--- src/rtl/uart_rx_fifo.sv ---
// uart_rx_fifo
// ------------
// UART receiver (8 data bits, no parity, 1 stop bit, LSB first) feeding a
// first-word-fall-through receive FIFO read by the SoC.
//
// Parameters
//   CLK_DIV    : CLK cycles per UART bit (4..65535)
//   FIFO_DEPTH : receive FIFO entries (power of two, 2..256)
//
// Ports
//   CLK       in   system clock, all state changes on its rising edge
//   resetn    in   asynchronous active-low reset
//   RX        in   asynchronous serial line, idle high
//   rd_en     in   pop strobe, one byte per cycle, ignored while empty
//   err_clr   in   clears the sticky error flags
//   rd_data   out  FIFO head byte (8'h00 while empty)
//   rx_valid  out  FIFO non-empty
//   rx_full   out  FIFO holds FIFO_DEPTH bytes
//   overrun   out  sticky: a received byte was dropped because the FIFO was full
//   frame_err out  sticky: a stop bit was sampled low

module uart_rx_fifo #(
   parameter int CLK_DIV    = 104,
   parameter int FIFO_DEPTH = 8
) (
   input  logic       CLK,
   input  logic       resetn,
   input  logic       RX,
   input  logic       rd_en,
   input  logic       err_clr,
   output logic [7:0] rd_data,
   output logic       rx_valid,
   output logic       rx_full,
   output logic       overrun,
   output logic       frame_err
);

   localparam int AW = $clog2(FIFO_DEPTH);
   localparam logic [15:0] HALF_BIT = 16'(CLK_DIV / 2 - 1);
   localparam logic [15:0] FULL_BIT = 16'(CLK_DIV - 1);

   typedef enum logic [1:0] {IDLE, START, DATA, STOP} state_t;

   state_t      state_q, state_d;
   logic [15:0] timer_q, timer_d;
   logic [2:0]  bitIdx_q, bitIdx_d;
   logic [7:0]  shift_q, shift_d;
   logic        rxMeta_q, rxSync_q, rxPrev_q;
   logic [AW:0] wrPtr_q, wrPtr_d, rdPtr_q, rdPtr_d;
   logic        overrun_q, overrun_d;
   logic        frameErr_q, frameErr_d;
   logic [7:0]  mem [FIFO_DEPTH];

   logic timerDone;
   logic push;
   logic stopBad;
   logic fifoEmpty;
   logic fifoFull;
   logic pop;
   logic wrEn;

   // Two-flop synchronizer plus one history flop for falling-edge detection.
   // All three reset high so releasing reset with an idle line never looks
   // like a start bit.
   always_ff @(posedge CLK or negedge resetn) begin
      if (!resetn) begin
         rxMeta_q <= 1'b1;
         rxSync_q <= 1'b1;
         rxPrev_q <= 1'b1;
      end else begin
         rxMeta_q <= RX;
         rxSync_q <= rxMeta_q;
         rxPrev_q <= rxSync_q;
      end
   end

   // Receiver state, bit timer, bit index and shift register.
   always_ff @(posedge CLK or negedge resetn) begin
      if (!resetn) begin
         state_q  <= IDLE;
         timer_q  <= '0;
         bitIdx_q <= '0;
         shift_q  <= '0;
      end else begin
         state_q  <= state_d;
         timer_q  <= timer_d;
         bitIdx_q <= bitIdx_d;
         shift_q  <= shift_d;
      end
   end

   // Receiver next-state logic. The start bit is checked half a bit after
   // its falling edge, and every later sample is one full bit apart, so all
   // samples land mid-bit. Leaving STOP at mid-stop-bit lets IDLE catch a
   // start bit that follows immediately.
   always_comb begin
      state_d   = state_q;
      timer_d   = timer_q;
      bitIdx_d  = bitIdx_q;
      shift_d   = shift_q;
      push      = 1'b0;
      stopBad   = 1'b0;
      timerDone = (timer_q == 16'd0);
      case (state_q)
         IDLE: begin
            if (rxPrev_q && !rxSync_q) begin
               timer_d = HALF_BIT;
               state_d = START;
            end
         end
         START: begin
            if (timerDone) begin
               if (!rxSync_q) begin
                  state_d  = DATA;
                  timer_d  = FULL_BIT;
                  bitIdx_d = 3'd0;
               end else begin
                  state_d = IDLE;
               end
            end else begin
               timer_d = timer_q - 16'd1;
            end
         end
         DATA: begin
            if (timerDone) begin
               shift_d[bitIdx_q] = rxSync_q;
               timer_d           = FULL_BIT;
               if (bitIdx_q == 3'd7) begin
                  state_d = STOP;
               end else begin
                  bitIdx_d = bitIdx_q + 3'd1;
               end
            end else begin
               timer_d = timer_q - 16'd1;
            end
         end
         STOP: begin
            if (timerDone) begin
               if (rxSync_q) begin
                  push = 1'b1;
               end else begin
                  stopBad = 1'b1;
               end
               state_d = IDLE;
            end else begin
               timer_d = timer_q - 16'd1;
            end
         end
         default: state_d = IDLE;
      endcase
   end

   // FIFO control. Pointers carry one extra wrap bit so full and empty are
   // told apart by the MSB. A pop in the same cycle frees the slot a push
   // into a full FIFO needs, so that push is accepted rather than dropped.
   always_comb begin
      fifoEmpty  = (wrPtr_q == rdPtr_q);
      fifoFull   = (wrPtr_q[AW] != rdPtr_q[AW]) &&
                   (wrPtr_q[AW-1:0] == rdPtr_q[AW-1:0]);
      pop        = rd_en && !fifoEmpty;
      wrEn       = push && (!fifoFull || pop);
      wrPtr_d    = wrPtr_q + (wrEn ? (AW+1)'(1) : (AW+1)'(0));
      rdPtr_d    = rdPtr_q + (pop ? (AW+1)'(1) : (AW+1)'(0));
      overrun_d  = (push && fifoFull && !pop) || (overrun_q && !err_clr);
      frameErr_d = stopBad || (frameErr_q && !err_clr);
   end

   // FIFO pointers and sticky error flags; a new error beats err_clr.
   always_ff @(posedge CLK or negedge resetn) begin
      if (!resetn) begin
         wrPtr_q    <= '0;
         rdPtr_q    <= '0;
         overrun_q  <= 1'b0;
         frameErr_q <= 1'b0;
      end else begin
         wrPtr_q    <= wrPtr_d;
         rdPtr_q    <= rdPtr_d;
         overrun_q  <= overrun_d;
         frameErr_q <= frameErr_d;
      end
   end

   // Storage array. Contents need no reset because an entry is only visible
   // once the write pointer has moved past it.
   always_ff @(posedge CLK) begin
      if (wrEn) begin
         mem[wrPtr_q[AW-1:0]] <= shift_q;
      end
   end

   // Head byte is forced to zero while empty so reset leaves rd_data clear.
   always_comb begin
      rd_data   = fifoEmpty ? 8'h00 : mem[rdPtr_q[AW-1:0]];
      rx_valid  = !fifoEmpty;
      rx_full   = fifoFull;
      overrun   = overrun_q;
      frame_err = frameErr_q;
   end

endmodule

--- config.mk ---
export PLATFORM = sky130hd
export DESIGN_NAME = uart_rx_fifo
export DESIGN_NICKNAME = d
export VERILOG_FILES = /design/src/rtl/uart_rx_fifo.sv
export SDC_FILE = /design/constraint.sdc
export NUM_CORES = 1
export LEC_CHECK = 0
export CAP_MARGIN = 20
export CELL_PAD_IN_SITES_DETAIL_PLACEMENT = 2
export CELL_PAD_IN_SITES_GLOBAL_PLACEMENT = 2
export CORE_MARGIN = 2
export CORE_UTILIZATION = 46
export CTS_BUF_LIST = sky130_fd_sc_hd__clkbuf_4 sky130_fd_sc_hd__clkbuf_8
export CTS_CLUSTER_SIZE = 24
export DETAILED_ROUTE_END_ITERATION = 6
export PLACE_DENSITY_LB_ADDON = 0.1
export SETUP_SLACK_MARGIN = 0.15
export SLEW_MARGIN = 40
export SYNTH_ARGS = -nofsm -noshare
export SYNTH_HDL_FRONTEND = slang
export SYNTH_SLANG_ARGS = --single-unit
--- constraint.sdc ---
create_clock -name CLK -period 3.36 [get_ports CLK]
set_input_delay 0.336 -clock CLK [delete_from_list [all_inputs] [get_ports CLK]]
set_output_delay 0.336 -clock CLK [all_outputs]
set_load 0.02 [all_outputs]
# ---- Yosys cells after proc, flatten, opt, wreduce, memory -nomap -nowiden
# Memories as Yosys holds them, arrays and structs flattened.
# Cells that the tools add are included.
dict set report word_totals {
  ff_bits 42
  ram_bits 64
  inputBits 5
  out_inout_bits 12
  elab_cells 90
  mem_count 1
}
# memory depth width read_ports rd_ports_with_merged_regs write_ports line
set memory_table {}
lappend memory_table {mem 8 8 1 0 1 52} ;# logic [7:0] mem [FIFO_DEPTH];
dict set report classes {
  addsub 4
  order_cmp 2
  eq_ne 16
  muxes 32
  n_reduce_logical 24
}
# cell n
set op_table {}
lappend op_table {{$mux 16} 5}
lappend op_table {{$pmux 16 s4} 1}
lappend op_table {{$logic_not 16->1} 1}
lappend op_table {{$ne 2x2->1 const B} 8}
lappend op_table {{$sub 16x1->16 const B} 1}
lappend op_table {{$mux 2} 6}
lappend op_table {{$mux 3} 4}
lappend op_table {{$mux 1} 11}
lappend op_table {{$reduce_and 5->1} 2}
lappend op_table {{$logic_and 1x1->1} 9}
lappend op_table {{$add 4x1->4} 2}
lappend op_table {{$bwmux 8} 1}
lappend op_table {{$mux 8} 1}
lappend op_table {{$pmux 2 s4} 1}
lappend op_table {{$pmux 3 s2} 1}
lappend op_table {{$logic_not 1->1} 5}
lappend op_table {{$eq 2x2->1 const B} 2}
lappend op_table {{$eq 4x4->1} 1}
lappend op_table {{$lt 3x4->1 const B} 1}
lappend op_table {{$add 3x1->3 const B} 1}
lappend op_table {{$demux 1 s3} 1}
lappend op_table {{$eq 3x3->1} 1}
lappend op_table {{$eq 3x3->1 const B} 1}
lappend op_table {{$ge 3x1->1 const B} 1}
lappend op_table {{8 further kinds} 10}

# ---- Longest topological paths before layout
dict set report logic_depth {
  ltp_word 7
  mapped_depth 8
  mapped_depth_nobuf 8
}

# ---- Worst setup path before layout
# No wires, ideal clock.
dict set report synth_timing {
  kind {reg-to-reg}
  from {register rdPtr_q[1]}
  to {register wrPtr_q[2]}
  setup_time_ns 0.136
  t_arrival_ns 2.512
  t_required_ns 3.224
  setup_slack_ns 0.712
  path_stages_with_launch 8
  path_buffers 1
  path_cell_list {dfrtp_1 clkbuf_1 xor2_1 nor4_1 a211oi_2 ha_1 ha_1 xor2_1}
}
dict set report synth_via {
  elab_chain_cells 7
  elab_cells_between_ends 10
  classes_between {add/sub (1); eq/ne (2); mux (1); reduce/logical (6)}
}
# item line
set synth_lines {}
lappend synth_lines {{start, declared} 49} ;# logic [AW:0] wrPtr_q, wrPtr_d, rdPtr_q, rdPtr_d;
lappend synth_lines {{start signal, assigned} 177} ;# rdPtr_q <= rdPtr_d;
lappend synth_lines {{$eq 3x3->1} 159} ;# (wrPtr_q[AW-1:0] == rdPtr_q[AW-1:0]);
lappend synth_lines {{$logic_and 1x1->1} 158} ;# fifoFull = (wrPtr_q[AW] != rdPtr_q[AW]) &&
lappend synth_lines {{net rx_full} 33} ;# output logic rx_full,
lappend synth_lines {{$logic_not 1->1} 161} ;# wrEn = push && (!fifoFull || pop);
lappend synth_lines {{$logic_or 1x1->1} 161}
lappend synth_lines {{$logic_and 1x1->1} 161}
lappend synth_lines {{$mux 1} 162} ;# wrPtr_d = wrPtr_q + (wrEn ? (AW+1)'(1) : (AW+1)'(0));
lappend synth_lines {{$add 4x1->4} 162}
lappend synth_lines {{net wrPtr_d[2]} 49}
lappend synth_lines {{end signal, assigned} 176} ;# wrPtr_q <= wrPtr_d;
lappend synth_lines {{end, declared} 49}
# The timed path passes the listed nets, and every way through them passes these cells.
# A chain may end at the register's enable or synchronous reset.

# ---- Worst setup path in the final report
dict set report layout_timing {
  from {register timer_q[0]}
  to {memory mem[1][5], enable pin}
}
dict set report layout_via {
  elab_chain_cells 6
}
# item line
set layout_lines {}
lappend layout_lines {{start, declared} 45} ;# logic [15:0] timer_q, timer_d;
lappend layout_lines {{start signal, assigned} 86} ;# timer_q <= timer_d;
lappend layout_lines {{$logic_not 16->1} 103} ;# timerDone = (timer_q == 16'd0);
lappend layout_lines {{$mux 1} 138} ;# if (timerDone) begin
lappend layout_lines {{$mux 1} 104} ;# case (state_q)
lappend layout_lines {{$logic_and 1x1->1} 161}
lappend layout_lines {{$mux 1} 186} ;# if (wrEn) begin
lappend layout_lines {{$mux 1 (implied by the code)} 187} ;# mem[wrPtr_q[AW-1:0]] <= shift_q;
lappend layout_lines {{end, declared} 52}
# No other way between the ends.

==> summary.txt <==
=================================================================================================
Routed length per instance                                                               24.46 um
Sequential group share of total power                                                       38.6%
Share of synthesized cell area in full adder, half adder and majority cells                3.347%
Worst min-delay path class                                                           primary input to register
TritonCTS sink count                                                                          106
Fraction of registers with async set or reset after synthesis                              39.62%
Maximum achievable frequency                                                            338.8 MHz
Maximum number of pins on one net before global-route repair                                   43
Cell breakdown of the critical path                                                  inv_1 -> ha_1 -> nor3b_1 -> nand4_2 -> a211oi_2 -> nand2_2 -> nor3_2
Final hold violation count                                                                      0
Netlist Area Pre-Place                                                                  4860 um^2
Register clock-pin slew on the reported worst setup and hold paths                        0.10 ns
Buffers from clock root to sink, at most                                                        2
Share of the synthesized netlist area taken by xor and xnor gates                          1.442%
Rows                                                                                           37
N_diodes                                                                                        0
Average cell area after synthesis                                                      14.25 um^2
Fraction of final layout cells with drive strength greater than 1                          20.33%
Die area                                                                               11400 um^2
Global placer's final weighted congestion                                                  0.7302
Ratio of final minimum period to clock period                                              87.85%
Number of fill cells                                                                          969
Number of buffers and inverters on the critical path                                            1
Top Family by Delay on Critical Path                                                 simple AND/OR/NAND/NOR gates
Synthesized Nets                                                                              359
Net switching fraction of the power                                                        38.42%
Arrival time at the worst endpoint                                                        2.98 ns
Vias in the first global route                                                               3303
Headroom to the max-slew limit                                                             49.25%
Largest family of logic cells by synthesized area                                    simple AND/OR/NAND/NOR gates
Latest clock arrival within the worst-skew pair                                           0.38 ns
Final global-route overflow total                                                               0
Vertical die dimension                                                                   106.8 um
Number of port buffers                                                                         16
Antenna violations before repair                                                                0
Synthesized netlist cell count                                                                341
Max VDD drop                                                                            0.3630 mV
Startpoint-to-endpoint class of the critical path                                    register to register
Die Width                                                                                106.8 um
Net load switching power                                                                 1.702 mW
Final wirelength                                                                         12350 um
Sequential-to-total area share from yosys stat                                             61.25%
Most instantiated cells after synthesis                                              sky130_fd_sc_hd__edfxtp_1, sky130_fd_sc_hd__dfrtp_1, sky130_fd_sc_hd__nor2_1, sky130_fd_sc_hd__mux4_2, sky130_fd_sc_hd__inv_1
Cell chosen for the clock root                                                       sky130_fd_sc_hd__clkbuf_8
CTS tree                                                                                     done
Outcome                                                                              complete, no violations
Number of design rule violations left after detail routing                                      0
Number of distinct library cell variants in the gate-level netlist after synthesis             59
Via count                                                                                    2941
TritonCTS Buffers                                                                               9
Post-synthesis to final-layout area growth                                                 11.74%
Post-layout nets                                                                              382
Primary flip-flop cell chosen by synthesis mapping                                   sky130_fd_sc_hd__edfxtp_1
IO Count                                                                                       17
Pint                                                                                     2.728 mW
Sum Neg Setup Slack                                                                          0 ns
Proportion of power drawn by combinational gates                                            41.2%
Unrepaired setup endpoints after global routing                                                no
Worst Hold Margin                                                                       0.3490 ns
Post CTS Setup Buffer Count                                                                     0
Static leakage                                                                           2.019 nW
Proportion of netlist area held by the largest area contributor                            39.55%
PD cells                                                                             815.7 nW/um^2
Number of warnings issued by yosys                                                              0
Post-synthesis compound-gate area fraction                                                 7.775%
CP endpoint kind                                                                         register
First-pass iteration count of the detailed router                                               4
# setup viols final                                                                             0
Slowest stage delay, CP                                                                   0.60 ns
Biggest area consumer among synthesized cells                                        sky130_fd_sc_hd__edfxtp_1
Fraction of synthesized area in multiplexers                                               11.56%
Via density                                                                                 5.824
Clock power share                                                                           20.2%
Max-slew violation count                                                                        0
Post-detail-place hpwl                                                                    8604 um
DR iter-0 viols                                                                               177
Fraction of the core area covered by cells at the end of the flow                          52.84%
Final antenna-violating net count                                                               0
Floorplan Core Area                                                                    10280 um^2
Number of max-capacitance violations reported                                                   0
Final critical path time including I/O delays and setup                                  2.952 ns
Cell types with the largest area share after synthesis                               sky130_fd_sc_hd__edfxtp_1, sky130_fd_sc_hd__dfrtp_1, sky130_fd_sc_hd__mux4_2
Wire length of the first global-routing pass                                             19730 um
Slowest cell on the critical path                                                    sky130_fd_sc_hd__nor3_2
All-Layer GR Usage                                                                         23.86%
Data required time of the worst path                                                      3.38 ns
Flip-flop and latch count after synthesis                                                     106
Post-synthesis simple-gate area fraction                                                   12.08%
Library cell with the highest instance count after synthesis                         sky130_fd_sc_hd__edfxtp_1
Final Power                                                                              4.430 mW
CTS H-Tree Depth                                                                                3
Placed Area                                                                             5191 um^2
Layout Skew                                                                            0.01248 ns
Starting density of the core                                                               47.29%
Count of flip-flops with a built-in enable after synthesis                                     64
Critical Path Fanout Max                                                                        8
Transition at the pin with the smallest max-transition slack                            0.7571 ns
Layout Cell Area excl Fill                                                              5430 um^2
Critical path startpoint category                                                        register
=================================================================================================
[path summary, 6_finish.rpt]
check	start	slack [ns]	depth (start not counted)	endpoint
hold reg to reg	rxMeta_q	0.36	0	rxSync_q
min in group asynchronous	resetn	0.50	2	rdPtr_q[1]
setup / recovery	timer_q[0]	0.41	7	mem[1][5]
setup reg to reg	timer_q[0]	0.41	7	mem[1][5]
max in group asynchronous	resetn	2.47	2	shift_q[7]
hold / removal	RX	0.35	1	rxMeta_q
[power by group through the flow]
stage,Clock (mW),Sequential [mW],Combinational [mW]
final,0.894,1.71,1.83
after global routing,0.957,1.73,2.02
after CTS,0.919,1.71,1.86
after detailed placement,0,1.74,1.83
after global placement,0,1.72,1.76
after floorplan,0,1.64,1.27
[per-layer routing]
metal | vias up | global-route usage, % | wire, um
li1 | 1347 | - | -
met1 | 1538 | 28.99 | 5217
met2 | 42 | 43.04 | 6625
met3 | 14 | 3.891 | 294
met4 | 0 | 8.256 | 212
met5 | - | 0 | 0
[cell usage in the layout, fill, tap and decap left out, types with 3 or more instances in the layout]
cell type,count
sky130_fd_sc_hd__o31ai_1,3
sky130_fd_sc_hd__a21oi_1,12
sky130_fd_sc_hd__buf_4,11
sky130_fd_sc_hd__nand3_1,4
sky130_fd_sc_hd__o21ai_1,3
sky130_fd_sc_hd__mux2_2,8
sky130_fd_sc_hd__dfrtp_1,39
sky130_fd_sc_hd__nor4_1,3
sky130_fd_sc_hd__a31oi_1,4
sky130_fd_sc_hd__mux2i_1,10
sky130_fd_sc_hd__nand2b_1,5
sky130_fd_sc_hd__ha_1,13
sky130_fd_sc_hd__xor2_1,5
sky130_fd_sc_hd__mux4_2,16
sky130_fd_sc_hd__nor2_1,24
sky130_fd_sc_hd__or3_1,9
sky130_fd_sc_hd__xnor2_1,3
sky130_fd_sc_hd__o211ai_1,4
sky130_fd_sc_hd__a211oi_1,3
sky130_fd_sc_hd__dfstp_2,3
sky130_fd_sc_hd__nor3_1,7
sky130_fd_sc_hd__inv_1,14
sky130_fd_sc_hd__nand2_1,12
sky130_fd_sc_hd__edfxtp_1,64
sky130_fd_sc_hd__clkbuf_8,9
sky130_fd_sc_hd__o21ai_0,13
sky130_fd_sc_hd__a22o_1,6
sky130_fd_sc_hd__clkdlybuf4s50_1,15
[logic make-up (layout without fill, tap and decap cells)]
logic type / after synthesis / after routing
compound gates: 57 / 57
xor+xnor: 8 / 8
fa+ha+maj: 13 / 13
buf+inv: 29 / 57
flops: 106 / 106
mux: 35 / 35
simple gates: 93 / 93
[layout make-up]
class                           count  area, um^2  area share, %
Tap cell                          136       170.2          3.134
Multi-Input combinational cell    206        1764          32.49
Inverter                           14       52.55         0.9677
Sequential cell                   106        2977          54.82
Clock inverter                      7       100.1          1.843
Timing Repair Buffer               27       242.7          4.470
Clock buffer                        9       123.9          2.281
[what timing repair did]
item                                   CTS  global route
hold buffers                             1             0
setup endpoints to repair                0             8
endpoints found under the hold margin   39             0
gates resized for setup                  0             1
[state kept, by name, summed over array words and instances (netlist names), named ones only]
signal     flops
rxMeta_q       1
frame_err      1
rxSync_q       1
mem           64
bitIdx_q       3
overrun        1
shift_q        8
rdPtr_q        4
wrPtr_q        4
timer_q       16
rxPrev_q       1
state_q        1
[through the flow]
stage	instances	setup WS [ns]
2_1_floorplan	341	0.7120
3_3_place_gp	488	0.5750
5_1_grt	505	0.1913
6_report	505	0.4084
4_1_cts	505	0.3091
3_5_place_dp	488	0.3703
(Power assumes the default switching activity.)
